$ cat src/rtl/ram64x16_arbiter.sv
// ram64x16_arbiter
//   Shares one external 64x16 single-port RAM (registered address and
//   registered output, both clocked by the system clock) between two
//   requesters, A and B. After reset the whole RAM is swept to CLEAR_VALUE.
//   After the sweep, one command per cycle is granted by round-robin, and read
//   data is returned to the issuer with a fixed latency of READ_LATENCY cycles.
//
// Ports
//   clock, reset                 system clock, synchronous active-high reset
//   a_req/a_we/a_addr/a_wdata    requester A command (held until a_gnt)
//   a_gnt, a_rvalid              A accepted this cycle / rdata is A's result
//   b_*                          same as A, for requester B
//   rdata                        shared read data (qualified by *_rvalid)
//   ram_data/ram_address/ram_we  driven straight onto the RAM pins
//   ram_q                        RAM output register
//   init_done                    high once the clear sweep has finished
module ram64x16_arbiter #(
  parameter int                    DATA_WIDTH   = 16,
  parameter int                    ADDR_WIDTH   = 6,
  parameter logic [DATA_WIDTH-1:0] CLEAR_VALUE  = '0,
  parameter bit                    INIT_ENABLE  = 1'b1,
  parameter int                    READ_LATENCY = 2
) (
  input  logic                  clock,
  input  logic                  reset,
  input  logic                  a_req,
  input  logic                  a_we,
  input  logic [ADDR_WIDTH-1:0] a_addr,
  input  logic [DATA_WIDTH-1:0] a_wdata,
  output logic                  a_gnt,
  output logic                  a_rvalid,
  input  logic                  b_req,
  input  logic                  b_we,
  input  logic [ADDR_WIDTH-1:0] b_addr,
  input  logic [DATA_WIDTH-1:0] b_wdata,
  output logic                  b_gnt,
  output logic                  b_rvalid,
  output logic [DATA_WIDTH-1:0] rdata,
  output logic [DATA_WIDTH-1:0] ram_data,
  output logic [ADDR_WIDTH-1:0] ram_address,
  output logic                  ram_we,
  input  logic [DATA_WIDTH-1:0] ram_q,
  output logic                  init_done
);

  // One extra counter bit so the terminal count is an ordinary compare.
  localparam logic [ADDR_WIDTH:0] CNT_LAST = (ADDR_WIDTH + 1)'((1 << ADDR_WIDTH) - 1);
  localparam logic [ADDR_WIDTH:0] CNT_ONE  = (ADDR_WIDTH + 1)'(1);

  typedef enum logic {S_INIT, S_ARB} state_t;

  state_t                  state_q, state_d;
  logic [ADDR_WIDTH:0]     cnt_q, cnt_d;
  logic                    last_b_q;      // 1: B won the most recent grant
  logic                    gnt_a, gnt_b;
  logic                    rd_issue;
  logic [READ_LATENCY-1:0] vld_p;         // read in flight, per cycle of age
  logic [READ_LATENCY-1:0] own_p;         // owner of that read, 1 = B

  always_comb begin
    state_d     = state_q;
    cnt_d       = cnt_q;
    gnt_a       = 1'b0;
    gnt_b       = 1'b0;
    ram_we      = 1'b0;
    ram_address = a_addr;
    ram_data    = a_wdata;
    if (reset) begin
      // Outputs are forced quiet for the whole reset cycle, before the
      // registers have had an edge to clear.
      ram_address = '0;
      ram_data    = '0;
    end else if (state_q == S_INIT) begin
      ram_we      = 1'b1;
      ram_address = cnt_q[ADDR_WIDTH-1:0];
      ram_data    = CLEAR_VALUE;
      cnt_d       = cnt_q + CNT_ONE;
      if (cnt_q == CNT_LAST) begin
        state_d = S_ARB;
      end
    end else begin
      // On a tie the requester that did not win last time is served.
      gnt_a = a_req & (~b_req | last_b_q);
      gnt_b = b_req & (~a_req | ~last_b_q);
      if (gnt_b) begin
        ram_we      = b_we;
        ram_address = b_addr;
        ram_data    = b_wdata;
      end else if (gnt_a) begin
        ram_we      = a_we;
        ram_address = a_addr;
        ram_data    = a_wdata;
      end
    end
  end

  assign rd_issue = (gnt_a & ~a_we) | (gnt_b & ~b_we);

  always_ff @(posedge clock) begin
    if (reset) begin
      state_q  <= INIT_ENABLE ? S_INIT : S_ARB;
      cnt_q    <= '0;
      last_b_q <= 1'b1;
      vld_p    <= '0;
      own_p    <= '0;
    end else begin
      state_q <= state_d;
      cnt_q   <= cnt_d;
      if (gnt_a | gnt_b) begin
        last_b_q <= gnt_b;
      end
      // Read tracking: stage 0 is the RAM address register, the last stage
      // lines up with the RAM output register.
      vld_p[0] <= rd_issue;
      own_p[0] <= gnt_b;
      for (int i = 1; i < READ_LATENCY; i++) begin
        vld_p[i] <= vld_p[i-1];
        own_p[i] <= own_p[i-1];
      end
    end
  end

  assign a_gnt     = gnt_a;
  assign b_gnt     = gnt_b;
  assign a_rvalid  = ~reset & vld_p[READ_LATENCY-1] & ~own_p[READ_LATENCY-1];
  assign b_rvalid  = ~reset & vld_p[READ_LATENCY-1] &  own_p[READ_LATENCY-1];
  assign rdata     = ram_q;
  assign init_done = ~reset & (state_q == S_ARB);

endmodule

$ cat config.mk
export PLATFORM = sky130hd
export DESIGN_NAME = ram64x16_arbiter
export DESIGN_NICKNAME = d
export VERILOG_FILES = /design/src/rtl/ram64x16_arbiter.sv
export SDC_FILE = /design/constraint.sdc
export NUM_CORES = 1
export LEC_CHECK = 0
export CAP_MARGIN = 5
export CORE_MARGIN = 5
export CORE_UTILIZATION = 27
export CTS_CLUSTER_DIAMETER = 120
export DETAILED_ROUTE_END_ITERATION = 10
export GPL_TIMING_DRIVEN = 0
export PLACE_DENSITY = 0.8
export SETUP_SLACK_MARGIN = 0.15
export SYNTH_ARGS = -nofsm -noshare
export SYNTH_HDL_FRONTEND = slang
export SYNTH_SLANG_ARGS = --single-unit
$ cat constraint.sdc
create_clock -name clock -period 1.6 [get_ports clock]
set_clock_uncertainty 0.05 [all_clocks]
set_input_delay 0.24 -clock clock [delete_from_list [all_inputs] [get_ports clock]]
set_output_delay 0.24 -clock clock [all_outputs]
set_load 0.05 [all_outputs]
Word-level counts from Yosys, hierarchy flattened

Index checks and enable logic that the tools add are counted.

Output and inout bits: 44
Input port bits: 66
Word-level logic and storage cells: 42
Bits in registers: 13

Bitwise operators: 19
Equal/unequal tests: 1
Add/subtract/negate cells: 1
Multiplexer cells: 16

Operator list:

| cell                  | count |
|---|---|
| $mux W16              | 3 |
| $mux W6               | 3 |
| $mux W1               | 10 |
| $and A1 B1 Y1         | 8 |
| $add A7 B1 Y7 const B | 1 |
| $eq A7 B6 Y1 const B  | 1 |
| $not A1 Y1            | 7 |
| $or A1 B1 Y1          | 4 |

Depth between registers and ports, before layout

Word-level depth: 7
Gate-level depth with buffers: 4
Gate-level depth less buffers: 4

Worst setup path after synthesis

Ideal clock, no wire load.

Kind: reg-to-output
From: register last_b_q
To: output port ram_address[0]
Arrival time: 1.956 ns
Path buffers: 0
Data required time: 1.310 ns
Slack: -0.646 ns
Cell stages (with the launch flop): 4
Cells stage by stage: dfxtp_1 > a21bo_4 > nand2_1 > a311oi_1

Longest elaborated chain between the ends: 6

Ends and longest elaborated chain:

| item                   | line | text |
|---|---|---|
| start, declared        | 54   | `logic last_b_q;` |
| start signal, assigned | 110  | `last_b_q <= gnt_b;` |
| $not A1 Y1             | 84   | `gnt_b = b_req & (~a_req \| ~last_b_q);` |
| $or A1 B1 Y1           | 84   |  |
| $and A1 B1 Y1          | 84   |  |
| $mux W6                | 85   | `if (gnt_b) begin` |
| $mux W6                | 73   | `end else if (state_q == S_INIT) begin` |
| $mux W6                | 68   | `if (reset) begin` |
| end, declared          | 40   | `output logic [ADDR_WIDTH-1:0] ram_address,` |

No other way between the ends.

Final worst setup path

From: input port a_req
To: output port ram_address[4]

Longest elaborated chain between the ends: 6

Ends and longest elaborated chain:

| item            | line | text |
|---|---|---|
| start, declared | 26   | `input logic a_req,` |
| $not A1 Y1      | 84   |  |
| $or A1 B1 Y1    | 84   |  |
| $and A1 B1 Y1   | 84   |  |
| $mux W6         | 85   |  |
| $mux W6         | 73   |  |
| $mux W6         | 68   |  |

No other way between the ends.

==> out/metrics.yaml <==
critPathMostFrequentCell: "buf_6"
rsz0062_at_grt: "true"
ys_seq_area_share_pct: 23.6
cts_buffer_depth: 2
tightest_slew_ns: 0.503
cp-end-kind: "output pin"
fmax_mhz: 564
drive_gt1_share_pct: 44.7
top_usage_layer: "met2"
place_congestion: 0.744
vias: 1447
viasPerCell: 4.58
synth_area_um2: 1100
first_pass_iters: 4
grt_pass1_wl_um: 6850
grt_use_met2_pct: 29.1
synth_common_cells: "nand2_1, a21oi_1, buf_4"
nets: 334
place_area_um2: 2240
worst_slack_ns: -0.173
min_path_type: "input port to flop"
syn_avg_cell_area_um2: 7.02
finalPower_mw: 1.13
use_met3_pct: 5.34
finalNonFillerCells: 316
cp.required_ns: 1.31
ys_warn_count: 0
crit_arrival_ns: 1.48
cts_tree: "yes"
layout_min_cycle_time_ns: 1.77
maxCapViolCount: 0
syn_to_final_growth_pct: 135
grt_max_degree: 11
period_share_pct: 111
synth_nets: 224
synth_edf_count: 0
synth_top_area_share_pct: 23.6
clk_pin_slew_ns: 0.06
yosysMostFrequentCell: "nand2_1"
placed_cells: 300
pre_cts_ws_ns: -1.17
cts-root-buf: "clkbuf_8"
cts.sinks: 13
setup-violations-final: 23
path_class: "input port to output pin"
leakagePower_nw: 1.07
grt_util_all_layers_pct: 16.1
ios: 110
ys.flop_type: "dfxtp_1"
start_util_pct: 27.8
finish.instance_area_um2: 2580
dieArea_um2: 5460
clkLatencyLatePin_ns: 0.25
ctsHtreeMaxLevel: 1
hold_violations: 0
cts_hold_buf: 0
chipWidth_um: 73.9
drc: 0
drt_iter0_markers: 72
slew_headroom_pct: 66.4
startpoint_type: "input port"
cpPeakStageDelay_ns: 0.29
cpMaxStageDelayCell: "clkdlybuf4s15_1"
grt-ovfl-total: 0
die_h_um: 73.9
diodes: 0
use_met1_pct: 18.1
cts_made_buffers: 3
io_buffer_count: 93
wl_per_cell_um: 14.5
core_area_um2: 3970
synth_cell_types: 34
syn_inst: 157
num_rows: 23
slew_violations: 0
path_cells: "clkdlybuf4s15_1, a21boi_4, buf_6, nand2_2, a311oi_4, buf_6"
ys_seq_elements: 13
dp_hpwl_um: 3530
ant_nets: 0
grt_pass1_vias: 1502
wl_um: 4590
hold-worst-slack_ns: 0.335
crit_fanout: 6
violations: "negative setup slack"
synthArstFlopShare_pct: 0
ir_drop_mv: 0.245
cellPowerDensity_nw_per_um2: 439
outcome: "complete, but fails checks"
synth.top_cells.by_area: "dfxtp_1, nand2_1, buf_4, a21oi_1, nor2_1"
antenna_found_initial: 0
yosysTopAreaCell: "dfxtp_1"
power breakdown:
group	internal, mW	total [mW]	switching, mW	leakage [nW]
registers	0.329	0.336	0.00757	0.106
clock network	0.176	0.304	0.127	0.0228
logic	0.256	0.494	0.238	0.946
cell type report:
cell class	count	area (µm²)
Fill cell	335	1390
Tap cell	50	62.6
Inverter	2	7.51
Sequential cell	13	265
Multi-Input combinational cell	116	912
Timing Repair Buffer	105	1060
Clock buffer	4	45.0
Buffer	26	229
worst paths after layout:
check | start | endpoint | slack [ns] | cells after the start
worst max-delay path | a_req | ram_address[4] | -0.17 | 6
worst min-delay path | reset | cnt_q[5] | 0.33 | 3
worst max register to register | cnt_q[0] | cnt_q[6] | 0.34 | 4
worst min register to register | vld_p[0] | vld_p[1] | 0.39 | 1
flip-flops by register name, indices dropped and copies added (netlist names):
signal    flops
cnt_q         7
own_p         2
vld_p         2
last_b_q      1
state_q       1
stage by stage:
stage / utilization, % / TNS [ns]
3_5_place_dp: 56.4 / -29.45
3_3_place_gp: 56.4 / -28.77
5_1_grt: 65.1 / -4.89
2_1_floorplan: - / -2.68
6_report: 65.1 / -3.21
4_1_cts: 60.2 / -3.95
critical path, delay by kind of cell:
kind	cells	cell delay (ns)
AO/OA/AOI/OAI	2	0.52
buffers and inverters	3	0.65
AND/OR/NAND/NOR	1	0.07
cells by family (layout without fill, tap and decap cells):
group | count (synthesis) | after routing | synth area share (%)
AND/OR/NAND/NOR | 78 | 78 | 31.9
adder cells (fa/ha/maj) | 1 | 1 | 1.13
AO/OA/AOI/OAI | 31 | 31 | 21.0
buffers and inverters | 28 | 137 | 17.3
XOR/XNOR | 4 | 4 | 3.18
multiplexers | 2 | 2 | 1.93
flip-flops | 13 | 13 | 23.6
per-layer routing:
metal / vias up / wire [µm]
met1: 645 / 1680
met5: - / 0
met2: 70 / 2390
li1: 726 / -
met3: 6 / 467
met4: 0 / 43
layout by cell type (no fill, tap or decap), types with 3 or more instances in the layout:
| cell | instances |
|---|---|
| a21oi_4 | 3 |
| clkdlybuf4s50_1 | 62 |
| dfxtp_1 | 11 |
| buf_4 | 28 |
| a21oi_1 | 3 |
| nor2_1 | 15 |
| clkbuf_8 | 3 |
| nor2b_1 | 3 |
| nand2_4 | 7 |
| buf_6 | 34 |
| nand2_2 | 8 |
| a21oi_2 | 12 |
| a311oi_4 | 5 |
| nand2_1 | 30 |
what timing repair did:
item / CTS / global route
setup buffers: 8 / 3
gates resized for setup: 202 / 50
endpoints found under the setup margin: 31 / 29
pin swaps: 8 / 18
cloned: 1 / 0
(Power assumes the default switching activity.)
